$ cat src/rtl/emux_txn_pkg.sv
// Shared definitions for the N-client UDP transmit multiplexer.
// Latency: n/a (declarations only).
// Backpressure: n/a.
package emux_txn_pkg;

   // Bit positions inside the 10-bit octet word {m, p, d[7:0]}
   localparam int IN_M   = 9;
   localparam int IN_P   = 8;
   localparam int OCT_W  = 8;
   localparam int PORT_W = 16;
   localparam int LEN_W  = 16;

   // Source of the octet placed on the output register
   typedef enum logic [1:0] {
      MUX_PASS   = 2'd0,
      MUX_LEN_HI = 2'd1,
      MUX_LEN_LO = 2'd2,
      MUX_DATA   = 2'd3
   } mux_sel_e;

endpackage

$ cat src/rtl/emux_txn_port_cmp.sv
// Two-stage UDP port comparator for one client: high octet registered, low octet live.
// Latency: o_lo is valid in the cycle the low port octet is presented.
// Backpressure: none; evaluates every octet of the stream.
module emux_port_cmp
   import emux_txn_pkg::*;
#(
   parameter logic [PORT_W-1:0] PORT = '0
) (
   input  logic             i_clk,
   input  logic             i_rst,
   input  logic [OCT_W-1:0] i_d,
   input  logic             i_en,
   output logic             o_lo
);

   logic r_hi;

   // Remember whether the previous octet matched the high port byte
   always_ff @(posedge i_clk or posedge i_rst) begin
      if (i_rst) begin
         r_hi <= 1'b0;
      end else begin
         r_hi <= (i_d == PORT[15:8]);
      end
   end

   // Full-port hit: low byte now, high byte one octet earlier, client enabled
   assign o_lo = (i_d == PORT[7:0]) & r_hi & i_en;

endmodule

$ cat src/rtl/emux_txn.sv
// N-client transmit mux: substitutes the selected client's length and payload into the UDP octet stream.
// Latency: in_c to out_c exactly 1 cycle; client data sampled on c_s, appears on out_c next cycle.
// Backpressure: none; clients must present data on c_s and a stable length on c_a.
module emux_txn
   import emux_txn_pkg::*;
#(
   parameter int                  NCH      = 4,
   parameter logic [16*NCH-1:0]   PORTS    = '0,
   parameter int                  jumbo_dw = 14,
   parameter int                  IDXW     = 4
) (
   input  logic                      clk,
   input  logic                      rst,
   input  logic [9:0]                in_c,
   output logic [9:0]                out_c,
   input  logic [8*NCH-1:0]          data,
   input  logic [jumbo_dw*NCH-1:0]   c_l,
   input  logic [NCH-1:0]            port_en,
   output logic [NCH-1:0]            c_w,
   output logic [NCH-1:0]            c_s,
   output logic [NCH-1:0]            c_a,
   output logic                      sel_valid,
   output logic [IDXW-1:0]           sel_idx,
   output logic [15:0]               pkt_cnt
);

   logic             w_in_m;
   logic             w_in_p;
   logic [OCT_W-1:0] w_in_d;
   logic [NCH-1:0]   w_lo;
   logic             w_hit;
   logic [IDXW-1:0]  w_hit_idx;
   logic [NCH-1:0]   w_sel_oh;
   logic [LEN_W-1:0] w_sel_len;
   logic [OCT_W-1:0] w_sel_dat;
   mux_sel_e         w_mux_sel;
   logic [OCT_W-1:0] w_mux;

   logic             r_sel_valid;
   logic [IDXW-1:0]  r_sel_idx;
   logic             r_in_l1;
   logic             r_in_l2;
   logic [LEN_W-1:0] r_len;
   logic             r_d_sel;
   logic [9:0]       r_out;
   logic [15:0]      r_pkt_cnt;

   assign w_in_m = in_c[IN_M];
   assign w_in_p = in_c[IN_P];
   assign w_in_d = in_c[OCT_W-1:0];

   // One comparator per client port
   for (genvar g = 0; g < NCH; g++) begin : g_cmp
      emux_port_cmp #(
         .PORT (PORTS[16*g +: 16])
      ) u_cmp (
         .i_clk (clk),
         .i_rst (rst),
         .i_d   (w_in_d),
         .i_en  (port_en[g]),
         .o_lo  (w_lo[g])
      );
   end

   // Priority encode port hits; scanning downwards lets the lowest index win
   always_comb begin
      w_hit     = 1'b0;
      w_hit_idx = '0;
      for (int i = NCH - 1; i >= 0; i--) begin
         if (w_lo[i]) begin
            w_hit     = 1'b1;
            w_hit_idx = IDXW'(i);
         end
      end
   end

   // Decode the selected channel and pick out its length and payload octet
   always_comb begin
      w_sel_oh  = '0;
      w_sel_len = '0;
      w_sel_dat = '0;
      for (int i = 0; i < NCH; i++) begin
         if (r_sel_idx == IDXW'(i)) begin
            w_sel_oh[i] = 1'b1;
            w_sel_len   = LEN_W'(c_l[jumbo_dw*i +: jumbo_dw]);
            w_sel_dat   = data[8*i +: 8];
         end
      end
   end

   // Client handshakes only ever touch the selected channel
   assign c_w = w_sel_oh & {NCH{w_in_m & r_sel_valid}};
   assign c_s = w_sel_oh & {NCH{r_d_sel}};
   assign c_a = w_sel_oh & {NCH{r_in_l1 & r_sel_valid}};

   // Octet source: length bytes outrank payload, payload outranks pass-through
   always_comb begin
      w_mux_sel = MUX_PASS;
      if (r_in_l1 && r_sel_valid) begin
         w_mux_sel = MUX_LEN_HI;
      end else if (r_in_l2 && r_sel_valid) begin
         w_mux_sel = MUX_LEN_LO;
      end else if (r_d_sel) begin
         w_mux_sel = MUX_DATA;
      end
      case (w_mux_sel)
         MUX_LEN_HI: w_mux = w_sel_len[15:8];
         MUX_LEN_LO: w_mux = r_len[7:0];
         MUX_DATA:   w_mux = w_sel_dat;
         default:    w_mux = w_in_d;
      endcase
   end

   // Selection, length capture, payload strobe, output and packet counter
   always_ff @(posedge clk or posedge rst) begin
      if (rst) begin
         r_sel_valid <= 1'b0;
         r_sel_idx   <= '0;
         r_in_l1     <= 1'b0;
         r_in_l2     <= 1'b0;
         r_len       <= '0;
         r_d_sel     <= 1'b0;
         r_out       <= '0;
         r_pkt_cnt   <= '0;
      end else begin
         if (w_in_p) begin
            r_sel_valid <= w_hit;
            r_sel_idx   <= w_hit_idx;
         end
         r_in_l1 <= w_in_p;
         r_in_l2 <= r_in_l1;
         // Low length byte is taken from this copy so a late c_l change cannot tear it
         if (r_in_l1) begin
            r_len <= w_sel_len;
         end
         r_d_sel <= |c_w;
         r_out   <= {w_in_m, w_in_p, w_mux};
         if (r_in_l1 && r_sel_valid) begin
            r_pkt_cnt <= r_pkt_cnt + 16'd1;
         end
      end
   end

   assign out_c     = r_out;
   assign sel_valid = r_sel_valid;
   assign sel_idx   = r_sel_idx;
   assign pkt_cnt   = r_pkt_cnt;

endmodule

$ cat config.mk
export PLATFORM = sky130hd
export DESIGN_NAME = emux_txn
export DESIGN_NICKNAME = d
export VERILOG_FILES = /design/src/rtl/emux_txn_pkg.sv /design/src/rtl/emux_txn_port_cmp.sv /design/src/rtl/emux_txn.sv
export SDC_FILE = /design/constraint.sdc
export NUM_CORES = 1
export LEC_CHECK = 0
export ABC_AREA = 1
export CAP_MARGIN = 40
export CORE_ASPECT_RATIO = 0.75
export CORE_MARGIN = 2
export CORE_UTILIZATION = 36
export DETAILED_ROUTE_END_ITERATION = 8
export PLACE_DENSITY = 0.78
export SLEW_MARGIN = 20
export SYNTH_ARGS = -nofsm -noshare
export SYNTH_HDL_FRONTEND = slang
export SYNTH_SLANG_ARGS = --single-unit
$ cat constraint.sdc
create_clock -name clk -period 1.3 [get_ports clk]
set_clock_uncertainty 0.1 [all_clocks]
set_input_delay 0.26 -clock clk [delete_from_list [all_inputs] [get_ports clk]]
set_output_delay 0.26 -clock clk [all_outputs]
set_load 0.1 [all_outputs]
# After elaboration in Yosys (flattened, before gate mapping)
# Index checks and enable logic that the tools add are counted.
# word_totals
out_inout_bits,43
latchBits,0
mem_count,0
ram_bits,0
ff_bits,43
rom_bits,0
# op_classes
n_bitwise,10
n_shift,0
add_sub_neg,1
reduce_logical,5
n_div,0
eq_ne,6
order_cmp,0
n_mul,0
muxes,24
# op_table
operator,n
$mux 16,3
$mux 8,4
$pmux 8 s3,1
$add 16x1->16 const B,1
$mux 14,1
$and 4x4->4,3
$mux 4,3
$eq 4x2->1 const B,2
$logic_not 8->1,1
$mux 1,8
$mux 2,4
$and 1x1->1,7
$eq 2x2->1 const B,2
$eq 4x1->1 const B,1
$logic_not 4->1,1
$reduce_or 4->1,1
$eq 2x1->1 const B,1
$logic_and 1x1->1,2

# Depth between registers and ports, before layout
# Gate-level depths: netlist (run 1).
# logic_depth
ltp_word,7
ltp_mapped,8

# Cells and area by module
# A second synthesis (run 1) with hierarchy kept.
# hier_totals
cells_unflattened,429
area_unflattened_um2,2862.7
# by_module_without_submodules
module,area_per_inst_um2,n_inst,cells_each
emux_txn,2587.5,1,385
emux_port_cmp,68.8,4,11

# Worst setup path after synthesis (run 1)
# OpenSTA, ideal clock, no wires.
# synth_path
kind,flip-flop to flip-flop
start,reg r_sel_idx[0] (netlist: sel_idx[0])
end,reg r_out[0] (netlist: out_c[0])
stages_incl_launch_ff,6
setup_slack_ps,-1817
synth_period_minus_slack_ps,3117
setup_time_ps,76
t_arrival_ps,2941
required_time_ps,1124
path_cell_list,dfrtp_1 buf_6 nand2_4 nor2_1 a21oi_1 nand4_1
# synth_between
elab_chain_cells,6
elab_cells_between_ends,13
# synth_lines
element,line,source
"start, declared",emux_txn.sv:40,logic [IDXW-1:0] r_sel_idx;
"start signal, assigned",emux_txn.sv:128,r_sel_idx <= w_hit_idx;
$logic_not 4->1,emux_txn.sv:83,if (r_sel_idx == IDXW'(i)) begin
$mux 8 / $mux 14 (equally long branches),emux_txn.sv:83,
$mux 8 / $mux 16 (equally long branches) (3 in a row),emux_txn.sv:83,
$pmux 8 s3 *,emux_txn.sv:106,case (w_mux_sel)
net w_mux[0],emux_txn.sv:37,logic [OCT_W-1:0] w_mux;
"end signal, assigned",emux_txn.sv:137,"r_out <= {w_in_m, w_in_p, w_mux};"
"end, declared",emux_txn.sv:45,logic [9:0] r_out;
# Mark *: on every way through the listed nets, which the timed path passes. The rest lies on a longest branch.
# A chain may end at the register's enable or synchronous reset.

# Worst setup path after layout (run 1)
# layout_path
start,reg r_sel_idx[0] (netlist: sel_idx[0])
end,reg r_out[1] (netlist: out_c[1])
# The elaborated chain is that of the path after synthesis.

==> metrics.cfg, run 1 <==
[logic_synthesis]
synthCells = 395
synth_seq_cells = 40
synth-edff-count = 0
async_flop_share = 1.000
yosysTopAreaCell = dfrtp_1
synthTopCellsByArea = dfrtp_1, nand2_1, nor2_1
avgSynthCellArea_sq_um = 6.842
synth_seq_area_share = 0.3704
syn_area_sq_um = 2703
synth_top_flop_cell = dfrtp_1
yosysWarningCount = 0
netlist_top_cells_count = nand2_1, nor2_1, dfrtp_1, inv_1, nand3_1
synth_top_area_share = 0.3704
synthDistinctLibCells = 36
synth.most_common_cell = nand2_1

[status]
status = finished, violations left
violations = setup timing

[power]
power_switching_mw = 0.8522
p_int_mw = 2.069
powerDensity_nw_per_um2 = 466.9
clock_power_share = 0.293
p_comb_frac = 0.258
pwr-share-seq = 0.449
p_total_mw = 2.921
ir_drop_uv = 354.3
p_sw_frac = 0.2917
leakagePower_nw = 2.832

[floorplanning]
dieHeight_um = 79.04
core_sq_um = 7297
die-width_um = 104.0
io-pin-count = 147
num_rows = 27
initial_utilization = 0.3704
die-area_sq_um = 8223

[critical_path]
crit_arrival_ns = 1.97
critPathMaxFanout = 6
path_class = reg -> reg
crit_path_end_kind = flip-flop
crit_required_ns = 1.36
startpoint_type = flip-flop

[placed_design]
portBuffers = 144
post-place-ws_ns = -0.4041
dp_hpwl_um = 8598
gp_congestion = 0.9226

[clocking]
path_clk_slew_ns = 0.10
hold_buffers = 0
cts_tree = built
clock_sinks = 40
cts_buffers = 5
htree_levels = 2
worst_skew_pair.late_latency_ns = 0.31
clockRootBuffer = clkbuf_8
cts_buffer_depth = 2

[route]
met3_length_um = 1670
routed-via-count = 4188
final_antenna_net_count = 0
route.met2.wl_um = 7683
wl_met1_um = 5530
vias_per_cell = 5.652
drt_first_pass_iters = 5
topRoutingLayerUsed = met4
wl_um = 16020
drc = 0
wl_per_cell_um = 21.62
first_iter_violations = 411

[job]
max-cap-violations = 0

[sta]
setup_slack_ns = -0.6113
fmax_mhz = 523.2
hold_viol = 0
rsz0062_at_grt = true
fin_crit_sh = 1.470
hold_ws_ns = 0.1716
setup_viol = 61
min_period_ns = 1.911
finalMaxSlewViolations = 0

[layout]
layout.nets = 744
utilization = 0.8573
area_growth_pct = 131.5
drive_above_1_share = 0.4219
diodes = 0

[global_routing]
grt_overflow = 0
grt_max_degree = 41
antenna_found_initial = 0
track_usage = 0.2992
grt_pass1_vias = 3818
grt_pass1_wl_um = 19090

[hold_path]
min_path_type = in -> reg

==> kinds of logic after synthesis <==
kind of cell,after synthesis,share of synthesized area
buffers and inverters,53,0.1009
other,1,0.001388
and+or+nand+nor,253,0.4185
xor gates and xnor gates,8,0.02593
AOI/OAI and AO/OA,39,0.07824
DFF,40,0.3704
adders and majority gates,1,0.004629
==> metal layers <==
layer	global-route usage	vias up
met2	0.5599	378
met5	0	-
met4	0.09595	0
met1	0.3515	1955
li1	-	1724
met3	0.05172	131
==> state kept, by name, indices dropped and copies added (netlist names) <==
name and flops:
r_d_sel 1, out_c 10, sel_idx 2, sel_valid 1, g_cmp.u_cmp.r_hi 1, pkt_cnt 16
r_len 8, r_in_l2 1
==> repair_timing <==
item / in CTS / in global routing
setup endpoints to repair: 61 / 65
gates cloned: 0 / 1
setup buffers: 25 / 21
gates resized for setup: 58 / 76
pin swaps: 28 / 37
==> power by group through the flow <==
stage                     Combinational, mW  Clock, mW  Sequential (mW)
after floorplan                       0.153          0             1.43
after global placement                0.693          0             1.33
after detailed placement              0.706          0             1.34
after CTS                             0.708      0.823             1.31
after global routing                  0.786      0.903             1.31
final                                 0.753      0.856             1.31
==> path summary, 6_finish.rpt <==
| check | start | to | slack (ns) | cells past startpoint |
|---|---|---|---|---|
| setup / recovery | sel_idx[0] | out_c[1] | -0.61 | 8 |
| hold / removal | in_c[4] | out_c[4] | 0.17 | 3 |
| setup reg to reg | sel_idx[0] | out_c[1] | -0.61 | 8 |
| hold reg to reg | r_len[7] | r_len[7] | 0.40 | 2 |
| max in group asynchronous | rst | pkt_cnt[3] | 0.65 | 3 |
| min in group asynchronous | rst | pkt_cnt[12] | 0.20 | 3 |
==> through the flow <==
stage | cell area (sq um) | cells | setup TNS (ns)
after floorplan | 3027 | 396 | -16.12
after global placement | 5398 | 690 | -6.665
after detailed placement | 5398 | 690 | -7.958
after CTS | 5844 | 723 | -13.33
after global routing | 6256 | 741 | -21.54
final | 6256 | 741 | -19.67
==> critical path, stage by stage (launching register included) <==
cell and delay (ns):
dfrtp_4 0.54, buf_4 0.17, buf_12 0.14, nor2_4 0.22, nand2_1 0.09, nand3_1 0.09
nand2_1 0.07, nand2_1 0.17, nand4_1 0.16
==> final cells by class <==
class,count,area (sq um)
timing repair buffer,248,2878
clock buffer,7,76.32
sequential,40,1065
fill,345,1041
multi-input combinational,304,1916
clock inverter,1,5.005
tap,101,126.4
inverter,40,190.2
==> cells in the final DEF (no fill, tap or decap), drive strengths merged <==
master,count
and2,1
xnor2,2
o221ai,1
nand3b,1
nor2,74
inv,36
nand4,6
clkinv,3
a21oi,14
dlygate4sd2,4
dlymetal6s2s,4
dfrtp,40
o211ai,5
conb,2
nor3,3
clkinvlp,2
nor4,1
clkbuf,7
nand2,130
xor2,6
or2,5
clkdlybuf4s50,95
nand3,32
ha,1
o21ai,19
buf,145
nor3b,1
Power figures use the tool's default switching activity.
==> inputs of run 2 (changes only) <==
Settings changed: CTS_CLUSTER_SIZE set to 8.
==> results of run 2 <==
Final layout, timing and power as in run 1 (identical DEF).
==> inputs of run 3 (changes only) <==
Settings changed: CORE_MARGIN 2 to not set.
==> metrics.cfg, run 3 (same netlist as run 1, synthesis figures left out) <==
[route]
drc = 0
routed-via-count = 4416
vias_per_cell = 5.992
wl_um = 18350
final_antenna_net_count = 0
drt_first_pass_iters = 9
first_iter_violations = 479
wl_per_cell_um = 24.90

[placed_design]
dp_hpwl_um = 8750
dpl-instance-area_sq_um = 5356
portBuffers = 144
gp_congestion = 0.8717

[sta]
fmax_mhz = 527.5
hold_viol = 0
fin_crit_sh = 1.458
setup_slack_ns = -0.5958
rsz0062_at_grt = true
setup_viol = 66
fin_tns_setup_ns = -21.24
min_period_ns = 1.896
finalMaxSlewViolations = 0

[layout]
final_cell_area_sq_um = 6260
n_fill_cell = 294
final_common_cell = nand2_1
final_cell_mix = nand2_1, clkdlybuf4s50_1, buf_4
drive_above_1_share = 0.4185
largest_reg_flops = 16
area_growth_pct = 131.6
layout.nets = 742

[critical_path]
crit_arrival_ns = 1.98
cp_cell_sequence = buf_4, buf_8, o21ai_1, nand3_2, nand2_1, nand4_1
critPathTopFamily = flip-flops
slowest_delay_ns = 0.54
crit_path_end_kind = flip-flop
path_class = reg -> reg
critPathMaxFanout = 7
crit_required_ns = 1.39
path_buf_inv = 2
startpoint_type = flip-flop
crit_slowest_cell = dfrtp_4

[job]
max-cap-violations = 0

[clocking]
cts_buffers = 5
cts_tree = built
htree_levels = 2
hold_buffers = 0
clockRootBuffer = clkbuf_8
clock_sinks = 40
worst_skew_pair.late_latency_ns = 0.32
cts_buffer_depth = 2
path_clk_slew_ns = 0.09

[global_routing]
grt_pass1_wl_um = 20920
grt_max_degree = 41
grt_overflow = 0
grt_pass1_vias = 3997
track_usage = 0.3577
antenna_found_initial = 1

[floorplanning]
num_rows = 26
dieHeight_um = 77.04
die-width_um = 102.0
core_sq_um = 7027
initial_utilization = 0.3846
io-pin-count = 147
die-area_sq_um = 7861

[power]
powerDensity_nw_per_um2 = 486.0
ir_drop_uv = 503.4
leakagePower_nw = 2.869
p_total_mw = 3.043

[hold_path]
min_path_type = in -> reg

[status]
violations = setup timing
status = finished, violations left

run 3: cell count changes in the layout (fill, tap and decap cells not counted), sizes merged:
cell,change
buf,-3
diode,+1
dlygate4sd2,-4
dlymetal6s2s,+4
inv,+1
run 3: tightest hold or removal path: cells and delay by family:
| kind | cells | cell delay (ns) |
|---|---|---|
| buf+inv | 1 | 0.10 |
| simple gates | 2 | 0.16 |
run 3: layer usage:
layer	GRT usage	vias to the layer above	routed length (um)
met4	0.1871	0	1672
met1	0.3915	2015	5861
met3	0.1176	182	2663
li1	-	1718	-
met5	0	-	0
met2	0.6094	501	8150
run 3: final cells by class:
class | count | area (sq um) | share of cell area
multi-input cells | 304 | 1921 | 0.3068
flip-flops and latches | 40 | 1065 | 0.1701
well taps | 98 | 122.6 | 0.01959
clock inverters | 1 | 7.507 | 0.001199
clock buffers | 7 | 86.33 | 0.01379
repair buffers | 245 | 2858 | 0.4565
inverters | 40 | 191.4 | 0.03058
diodes | 1 | 2.502 | 0.0003998
repair inverters | 1 | 6.256 | 0.0009994
run 3: per-stage QoR:
stage | util | instances | worst slack (ns) | hold WS [ns]
detailed placement | 0.7623 | 682 | -0.3795 | 0.3818
global route | 0.8905 | 736 | -0.8748 | 0.1420
CTS | 0.8390 | 722 | -0.4349 | 0.2075
finish | 0.8908 | 737 | -0.5958 | 0.1536
global placement | 0.7623 | 682 | -0.3061 | 0.3684
floorplan | - | 396 | -0.7710 | 0.1914
run 3: power by group:
part           internal [mW]  switching [mW]
Sequential              1.28          0.0313
Clock                  0.434           0.540
Combinational          0.404           0.351
run 3: repair_timing:
action | in CTS | in global routing
resized for setup | 55 | 76
pin swaps | 27 | 43
endpoints found under the setup margin | 60 | 64
gates cloned | 2 | 0
buffers inserted | 31 | 17
run 3: worst paths after layout:
check                      startpoint    endpoint  cells past startpoint  slack, ns
max                        sel_idx[0]    out_c[3]                      6      -0.60
min                           in_c[5]    out_c[5]                      3       0.15
max reg2reg                sel_idx[0]    out_c[3]                      6      -0.60
min reg2reg                  r_len[1]    r_len[1]                      2       0.41
max in group asynchronous         rst  sel_idx[0]                      3       0.68
min in group asynchronous         rst  pkt_cnt[7]                      3       0.18
==> RTL change: new RTL, config.mk and constraints of run 3 <==
Set the parameter `IDXW` to 3 (it was 4).
--- a/src/rtl/emux_txn.sv
+++ b/src/rtl/emux_txn.sv
@@ -8,5 +8,5 @@
    parameter logic [16*NCH-1:0]   PORTS    = '0,
    parameter int                  jumbo_dw = 14,
-   parameter int                  IDXW     = 4
+   parameter int                  IDXW     = 3
 ) (
    input  logic                      clk,
Interface: changed (resized sel_idx); port bits go from 147 to 146. The function was not compared with the original's and may differ.
==> RTL change against run 3 <==
  * The flow still finishes with violations (setup timing)
  * Combinational power about the same
  * Setup slack better by 0.012 ns
  * Synthesized area down 0.28%
  * Power up 3.6%
  * Final cell count down 1.5%
  * Routed wire length down 4.1%
  * Cell area unchanged
  * First-iteration DRC count up 31%
  * Global-route usage up 1.1 points
  * Clock power up 12%
  * Non-clock buffer count down 8
  * Sequential cell count unchanged
  * Critical endpoint is now out_c[1]$_DFF_PP0_
==> RTL change: results (changes against run 3) <==
pwr:
  ir_drop_mv: 0.378  # -25%
  internal_power_mw: 2.26  # +6.5%
  p_leak_nw: 2.86  # -0.33%
  pwr-share-seq: 0.416  # -0.016
  combPwrFrac: 0.239  # -0.009
  power_density_nw_per_um2: 503  # +3.6%
run_status:
  status: "finished with violations"
  failed_checks: "setup timing"
placed_design:
  preCtsSetupSlack_ns: -0.479  # -0.0990 ns
  hpwlAfterDp_um: 8500  # -2.8%
  place_area_um2: 5320  # -0.72%
  dp.cells: 678  # -0.59%
  gp_congestion: 0.887  # +1.7%
sta:
  setup_viol: 64  # -3.0%
  whs_ns: 0.165  # +0.0118 ns
  layout_setup_ws_ns: -0.584  # +0.0123 ns
  fin_tns_setup_ns: -19.85  # +1.40 ns
routing:
  routed_wl_um: 17600  # -4.1%
  vias: 4267  # -3.4%
  routed_via_density: 5.88  # -1.9%
  dr.pass1.iters: 7  # -2
  drt_iter0_markers: 628  # +31%
setup_path:
  cp-end-kind: "register"
  critPathLaunch: "sel_idx[0]$_DFFE_PP0P_"
  path_max_fanout: 8  # +1
  worstReg2RegEnd: "out_c[1]$_DFF_PP0_"
  crit_arrival_ns: 2.02  # +0.04 ns
  worstRegToRegCells: 7  # +1
global_route:
  first_global_vias: 4100  # +2.6%
  grt_pass1_wl_um: 21700  # +3.6%
  grt_max_degree: 41  # unchanged
  grt_usage: 0.369  # +0.0111
worst_hold_path:
  hp-class: "in2async"
synth:
  syn-instance-count: 394  # -0.25%
  synth_xor_area_frac: 0.0260  # +0.0000722
  synthAdderAreaFrac: 0.00464  # +0.0000129
  ys_seq_area_frac: 0.371  # +0.00103
  synth.top_cells.by_area: "dfrtp_1, nand2_1, nor2_1"
  synth_compound_area_frac: 0.0785  # +0.000218
final_layout:
  ff_latch_area_um2: 1070  # +0.12%
  nets: 732  # -1.3%
  drive_above_1_share: 0.451  # +0.0321
  fillers: 288  # -2.0%
  n_antenna_cell: 0  # -1
clock_network:
  cts_max_path_buffers: 2  # unchanged
-- RTL change: layout make-up --
class / instances / area share
clock buffer: 6 / 0.0116
clock inverter: 2 / 0.00560
inverter: 40 / 0.0298
multi-input combinational: 303 / 0.320
sequential: 40 / 0.170
tap: 98 / 0.0196
timing repair buffer: 237 / 0.443
-- RTL change: per-layer routing --
metal  part of all wire  up-vias  track usage
li1                   -     1701            -
met1               0.35     1970        0.423
met2               0.44      446        0.645
met3               0.13      148       0.0866
met4              0.088        2        0.167
met5            0.00045        -            0
-- RTL change: worst max-delay path, cell delays in order, from the launching register on --
cell     delay, ns
dfrtp_4       0.54
inv_8         0.12
buf_4         0.21
or2_1         0.15
o21ai_0       0.10
nor2_1        0.40
nor2_2        0.10
nand4_1       0.10
-- RTL change: what timing repair did --
| item | 4_1_cts | 5_1_grt |
|---|---|---|
| gates resized for setup | 91 | 61 |
| endpoints found under the setup margin | 61 | 65 |
| pin swaps | 52 | 47 |
| buffers inserted | 34 | 7 |
| gates cloned | 1 | 0 |
